## src/rtl/pbkdf2_dk_assembler.sv

```systemverilog
// Concatenates PBKDF2 block outputs T_1..T_n into a dkLen-byte key and streams it as 32-bit words.
// Optional PBKDF2_DK_ZEROIZE_EN clears the block buffer at completion and forces data_o to 0 while idle.
module pbkdf2_dk_assembler #(
  parameter int unsigned DKLEN_W = 16
) (
  input  logic               clk_i,
  input  logic               rst_ni,
  input  logic               start_i,
  input  logic [DKLEN_W-1:0] dklen_i,
  output logic               busy_o,
  input  logic               chunk_v_i,
  output logic               chunk_r_o,
  input  logic [255:0]       chunk_i,
  output logic [31:0]        blk_idx_o,
  output logic [31:0]        data_o,
  output logic [3:0]         keep_o,
  output logic               valid_o,
  input  logic               ready_i,
  output logic               last_o,
  output logic               done_o
);

  localparam int unsigned CHUNK_W = 256;
  localparam int unsigned WORD_W  = 32;
  localparam int unsigned KEEP_W  = 4;
  localparam int unsigned WSEL_W  = 3;
  localparam int unsigned PICK_W  = WORD_W + KEEP_W + 1;

  typedef enum logic [1:0] {S_IDLE, S_WAIT, S_EMIT} state_e;

  state_e               state_q, state_d;
  logic [DKLEN_W-1:0]   bytes_left_q, bytes_left_d;
  logic [31:0]          blk_idx_q, blk_idx_d;
  logic [CHUNK_W-1:0]   buf_q, buf_d;
  logic [WSEL_W-1:0]    word_q, word_d;
  logic [WORD_W-1:0]    data_q, data_d;
  logic [KEEP_W-1:0]    keep_q, keep_d;
  logic                 valid_q, valid_d;
  logic                 last_q, last_d;
  logic                 done_q, done_d;
  logic                 busy_q, busy_d;
  logic                 chunk_r_q, chunk_r_d;
  logic [DKLEN_W-1:0]   bl_next;
  logic [PICK_W-1:0]    pick;

  // Select word idx of a block and shape keep/last/masking from the bytes still owed.
  function automatic logic [PICK_W-1:0] pick_word(input logic [CHUNK_W-1:0] blk,
                                                  input logic [WSEL_W-1:0]  idx,
                                                  input logic [DKLEN_W-1:0] bl);
    logic [CHUNK_W-1:0] sh;
    logic [KEEP_W-1:0]  kp;
    logic [WORD_W-1:0]  wd;
    logic               lst;
    sh = blk << {idx, 5'd0};
    if (bl >= DKLEN_W'(4)) begin
      kp = 4'b1111;
    end else begin
      case (bl[1:0])
        2'd1:    kp = 4'b1000;
        2'd2:    kp = 4'b1100;
        2'd3:    kp = 4'b1110;
        default: kp = 4'b1111;
      endcase
    end
    lst = (bl <= DKLEN_W'(4));
    wd  = sh[CHUNK_W-1 -: WORD_W] & {{8{kp[3]}}, {8{kp[2]}}, {8{kp[1]}}, {8{kp[0]}}};
    return {lst, kp, wd};
  endfunction

  always_comb begin
    state_d      = state_q;
    bytes_left_d = bytes_left_q;
    blk_idx_d    = blk_idx_q;
    buf_d        = buf_q;
    word_d       = word_q;
    data_d       = data_q;
    keep_d       = keep_q;
    valid_d      = valid_q;
    last_d       = last_q;
    done_d       = 1'b0;
    pick         = '0;
    bl_next      = (bytes_left_q > DKLEN_W'(4)) ? bytes_left_q - DKLEN_W'(4) : '0;

    case (state_q)
      S_IDLE: begin
        if (start_i) begin
          if (dklen_i == '0) begin
            done_d = 1'b1;
          end else begin
            state_d      = S_WAIT;
            bytes_left_d = dklen_i;
            blk_idx_d    = 32'd1;
          end
        end
      end
      S_WAIT: begin
        if (chunk_v_i && chunk_r_q) begin
          buf_d                   = chunk_i;
          pick                    = pick_word(chunk_i, '0, bytes_left_q);
          {last_d, keep_d, data_d} = pick;
          valid_d                 = 1'b1;
          word_d                  = '0;
          blk_idx_d               = blk_idx_q + 32'd1;
          state_d                 = S_EMIT;
        end
      end
      S_EMIT: begin
        if (ready_i) begin
          bytes_left_d = bl_next;
          if (last_q) begin
            state_d   = S_IDLE;
            valid_d   = 1'b0;
            done_d    = 1'b1;
            blk_idx_d = '0;
            word_d    = '0;
`ifdef PBKDF2_DK_ZEROIZE_EN
            buf_d     = '0;
`endif
          end else if (word_q == WSEL_W'(7)) begin
            state_d = S_WAIT;
            valid_d = 1'b0;
            word_d  = '0;
          end else begin
            word_d                   = word_q + WSEL_W'(1);
            pick                     = pick_word(buf_q, word_q + WSEL_W'(1), bl_next);
            {last_d, keep_d, data_d} = pick;
          end
        end
      end
      default: state_d = S_IDLE;
    endcase

`ifdef PBKDF2_DK_ZEROIZE_EN
    if (!valid_d) data_d = '0;
`endif

    busy_d    = (state_d != S_IDLE);
    chunk_r_d = (state_d == S_WAIT);
  end

  always_ff @(posedge clk_i or negedge rst_ni) begin
    if (!rst_ni) begin
      state_q      <= S_IDLE;
      bytes_left_q <= '0;
      blk_idx_q    <= '0;
      buf_q        <= '0;
      word_q       <= '0;
      data_q       <= '0;
      keep_q       <= '0;
      valid_q      <= 1'b0;
      last_q       <= 1'b0;
      done_q       <= 1'b0;
      busy_q       <= 1'b0;
      chunk_r_q    <= 1'b0;
    end else begin
      state_q      <= state_d;
      bytes_left_q <= bytes_left_d;
      blk_idx_q    <= blk_idx_d;
      buf_q        <= buf_d;
      word_q       <= word_d;
      data_q       <= data_d;
      keep_q       <= keep_d;
      valid_q      <= valid_d;
      last_q       <= last_d;
      done_q       <= done_d;
      busy_q       <= busy_d;
      chunk_r_q    <= chunk_r_d;
    end
  end

  assign busy_o    = busy_q;
  assign chunk_r_o = chunk_r_q;
  assign blk_idx_o = blk_idx_q;
  assign data_o    = data_q;
  assign keep_o    = keep_q;
  assign valid_o   = valid_q;
  assign last_o    = last_q;
  assign done_o    = done_q;

endmodule

```

## config.mk

```make
export PLATFORM = sky130hd
export DESIGN_NAME = pbkdf2_dk_assembler
export DESIGN_NICKNAME = d
export VERILOG_FILES = /design/src/rtl/pbkdf2_dk_assembler.sv
export SDC_FILE = /design/constraint.sdc
export NUM_CORES = 1
export LEC_CHECK = 0
export BUFFER_PORTS_ARGS = -buffer_cell sky130_fd_sc_hd__buf_2
export CORE_MARGIN = 3
export CORE_UTILIZATION = 55
export CTS_CLUSTER_DIAMETER = 50
export DETAILED_ROUTE_END_ITERATION = 10
export GPL_TIMING_DRIVEN = 0
export MAX_ROUTING_LAYER = met4
export PLACE_DENSITY_LB_ADDON = 0.12
export SKIP_CTS_REPAIR_TIMING = 1
export SLEW_MARGIN = 40
export SYNTH_ARGS = -nofsm -noshare
export SYNTH_HDL_FRONTEND = slang
export SYNTH_SLANG_ARGS = --single-unit
export TNS_END_PERCENT = 30
```

## constraint.sdc

```tcl
create_clock -name clk_i -period 3 [get_ports clk_i]
set_input_delay 0.3 -clock clk_i [delete_from_list [all_inputs] [get_ports clk_i]]
set_output_delay 0.3 -clock clk_i [all_outputs]
set_load 0.01 [all_outputs]
```

==> flow_summary_export.csv <==
group,metric,value,unit
pwr,p_leak,0.009364,µW
worst_setup_path,path_class,"reg -> reg",
drt,drt-pass1-iter-count,5,
cts,numCtsBuffers,41,
drt,wl_per_cell,23.04,µm
cts,worst_skew_pair.late_latency,540,ps
worst_setup_path,r2r-start,"state_q[1]",
grt,grt_max_degree,75,
status,violations,"hold timing",
drt,drc_errors,0,
placement,place_congestion,0.9190,
placement,dp_cells,1972,
pwr,ir_worst_vdd,694.5,µV
timing,max_clock_freq,337.2,MHz
grt,grt_pass1_wl,72170,µm
pwr,p_per_area,1026,nW/µm²
worst_setup_path,endpoint_kind,"register",
cells_and_area,multiInputGateArea,7325,µm²
synthesis,netlist_top_cells_count,"dfrtp_1, mux2_2, clkbuf_1",
status,status,"finished, violations left",
cts,h-tree-depth,2,
die,io_pins,350,
grt,grt_pass1_vias,12720,
cells_and_area,fill_cells,2045,
synthesis,async_flop_share,1.000,
synthesis,netlist_area,16390,µm²
placement,portBuffers,349,
synthesis,synth_most_common_cell,"dfrtp_1",
worst_setup_path,crit_path_frequent_cell,"clkbuf_1",
flow_run,maxCapViolations,0,
worst_setup_path,worstPathArrival,3380,ps
die,rows,62,
timing,finalHoldViolations,9,
timing,worstMarginPinSlew,826.1,ps
cells_and_area,nets,2030,
worst_setup_path,startpoint,"state_q[1]",
worst_setup_path,crit_chain,"inv_1, ha_1, clkbuf_1, and3_1, clkbuf_1, clkbuf_1, clkbuf_2, mux2_2",
timing,fin_crit_sh,0.9885,
drt,vias,12870,
die,core_area,29010,µm²
worst_setup_path,critical_path_required,3420,ps
pwr,p_total,21770,µW
drt,routed_wirelength,49820,µm
synthesis,synth.avg_cell_area,13.28,µm²
die,die-area,31910,µm²
synthesis,synth_warnings,0,
synthesis,synth_area_leaders,"dfrtp_1, mux2_2, mux4_2, mux2i_1, o21ai_0",
synthesis,yosysTopAreaCell,"dfrtp_1",
cells_and_area,final_layout_size_suffix_gt1_frac,0.4480,
synthesis,postSynthNetCount,1526,
cts,cts_sinks,350,
placement,hpwl,34970,µm
min_path,hold_class,"in -> reg",
cts,root_buffer,"clkbuf_16",
synthesis,synth-seq-cells,350,
synthesis,yosysSeqAreaShare,0.5344,
die,start_util,0.5649,
timing,max_slew_margin,0.4493,
worst_setup_path,cp_max_fo,10,
cts,clkSlewWorstSetupHoldPaths,60,ps
timing,setup_ws,34.41,ps
synthesis,synth-main-ff-cell,"dfrtp_1",
die,die_w,178.6,µm
drt,vias_per_cell,5.951,
min_path,worstHoldStart,"chunk_i[145]",
cts,clockBufferDepth,3,
die,die_h,178.6,µm
timing,post-route-min-period,2966,ps
cells_and_area,syn_to_final_growth,29.46,%
timing,drv_slew,0,
placement,place_ws,-452.7,ps
cells_and_area,seqCellArea,8760,µm²
grt,antenna_found_initial,9,
grt,grt_usage,0.3066,
drt,ant_nets,0,
grt,overflow,0,
cts,tritoncts,"yes",
worst_setup_path,startpoint_type,"register",
synthesis,synth_top_area_frac,0.5344,
drt,drtIter0Drc,916,
worst_setup_path,slowest_delay,490,ps
synthesis,synthCells,1234,
cells_and_area,finalNonFillerCells,2162,
timing,finClkSkew,17.60,ps
timing,rsz0062_at_grt,"yes",
timing,fin_tns_setup,0,ps
worst_setup_path,cp_slowest_cell,"clkbuf_1",
timing,fin_hold_ws,-7.141,ps
synthesis,synth_cell_types,54,
timing,final-setup-viol-count,0,
synthesis,synth_edf_count,0,
-- path summary, 6_finish.rpt --
path,endpoint,slack [ps],cells after the start
hold / removal,buf_q[145],-7,2
max in group asynchronous,buf_q[236],1690,4
setup / recovery,buf_q[192],30,8
min in group asynchronous,bytes_left_q[15],270,2
setup reg to reg,buf_q[192],30,8
hold reg to reg,keep_o[3],470,1
-- cell usage in the layout (no fill, tap or decap), types with 4 or more instances in the layout --
master         count
and3_1            12
clkinv_2           4
o21ai_1           50
buf_2            357
inv_1             17
clkbuf_16         41
dfrtp_1          349
buf_16             5
mux4_2            64
dlygate4sd3_1    106
nor4_1             8
diode_2           10
ha_1              14
nand2_1           44
nor2_1            50
a22oi_1           24
a22o_1             7
mux2_2           257
clkbuf_2          29
o2bb2ai_1          4
o31ai_1           10
a31oi_1           15
clkbuf_8           4
nor3_1            11
nand4_1           17
nand3_1           19
a21oi_1           31
o21ai_0           60
a41oi_1            4
clkbuf_1          52
mux2i_1           35
-- power by group --
part | internal [µW] | switching, µW | total, µW
Combinational | 4480 | 4430 | 8910
Clock | 2660 | 2010 | 4670
Sequential | 6900 | 1280 | 8180
Total | 14000 | 7720 | 21800
-- cells by family after synthesis --
family,after synthesis,share of synthesized area
DFF,350,0.5344
adders and majority gates,15,0.01145
muxes,356,0.2859
buffers and inverters,95,0.02214
AOI/OAI and AO/OA,229,0.08787
and+or+nand+nor,187,0.05718
xor gates and xnor gates,2,0.001069
-- worst max-delay path: cells and delay by family, from the launching register on --
family	cells	cell delay [ps]
adders and majority gates	1	140
buffers and inverters	5	1670
DFF	1	410
muxes	1	390
and+or+nand+nor	1	230
-- routing by layer --
layer	global-route usage	part of all wire	vias to the layer above
li1	-	-	5664
met1	0.3892	0.40	6518
met5	-	0	-
met4	0.08019	0.030	0
met2	0.5001	0.50	576
met3	0.07344	0.071	107
-- per-stage QoR --
stage | hold slack [ps] | area, µm² | utilization
global placement | 447.5 | 18620 | 0.6417
floorplan | 4.409 | 16390 | -
global route | -4.608 | 21220 | 0.7313
detailed placement | 235.7 | 18780 | 0.6472
CTS | -329.4 | 20030 | 0.6902
finish | -7.141 | 21220 | 0.7313
-- registers in the layout, summed over array words and instances (netlist names) --
| signal | count |
|---|---|
| buf_q | 256 |
| blk_idx_o | 32 |
| data_o | 32 |
| bytes_left_q | 16 |
| keep_o | 4 |
| word_q | 3 |
| state_q | 2 |
| busy_o | 1 |
| chunk_r_o | 1 |
| done_o | 1 |
| last_o | 1 |
| valid_o | 1 |
-- final cells by class --
cell class	instances	share of cell area
diodes	10	0.001179
plain buffers	78	0.01604
clock buffers	59	0.05343
clock inverters	14	0.005425
inverters	17	0.003007
multi-input cells	789	0.3452
flip-flops and latches	350	0.4128
well taps	384	0.02264
repair buffers	461	0.1402
Note: power is estimated with default switching activity, not from simulation.
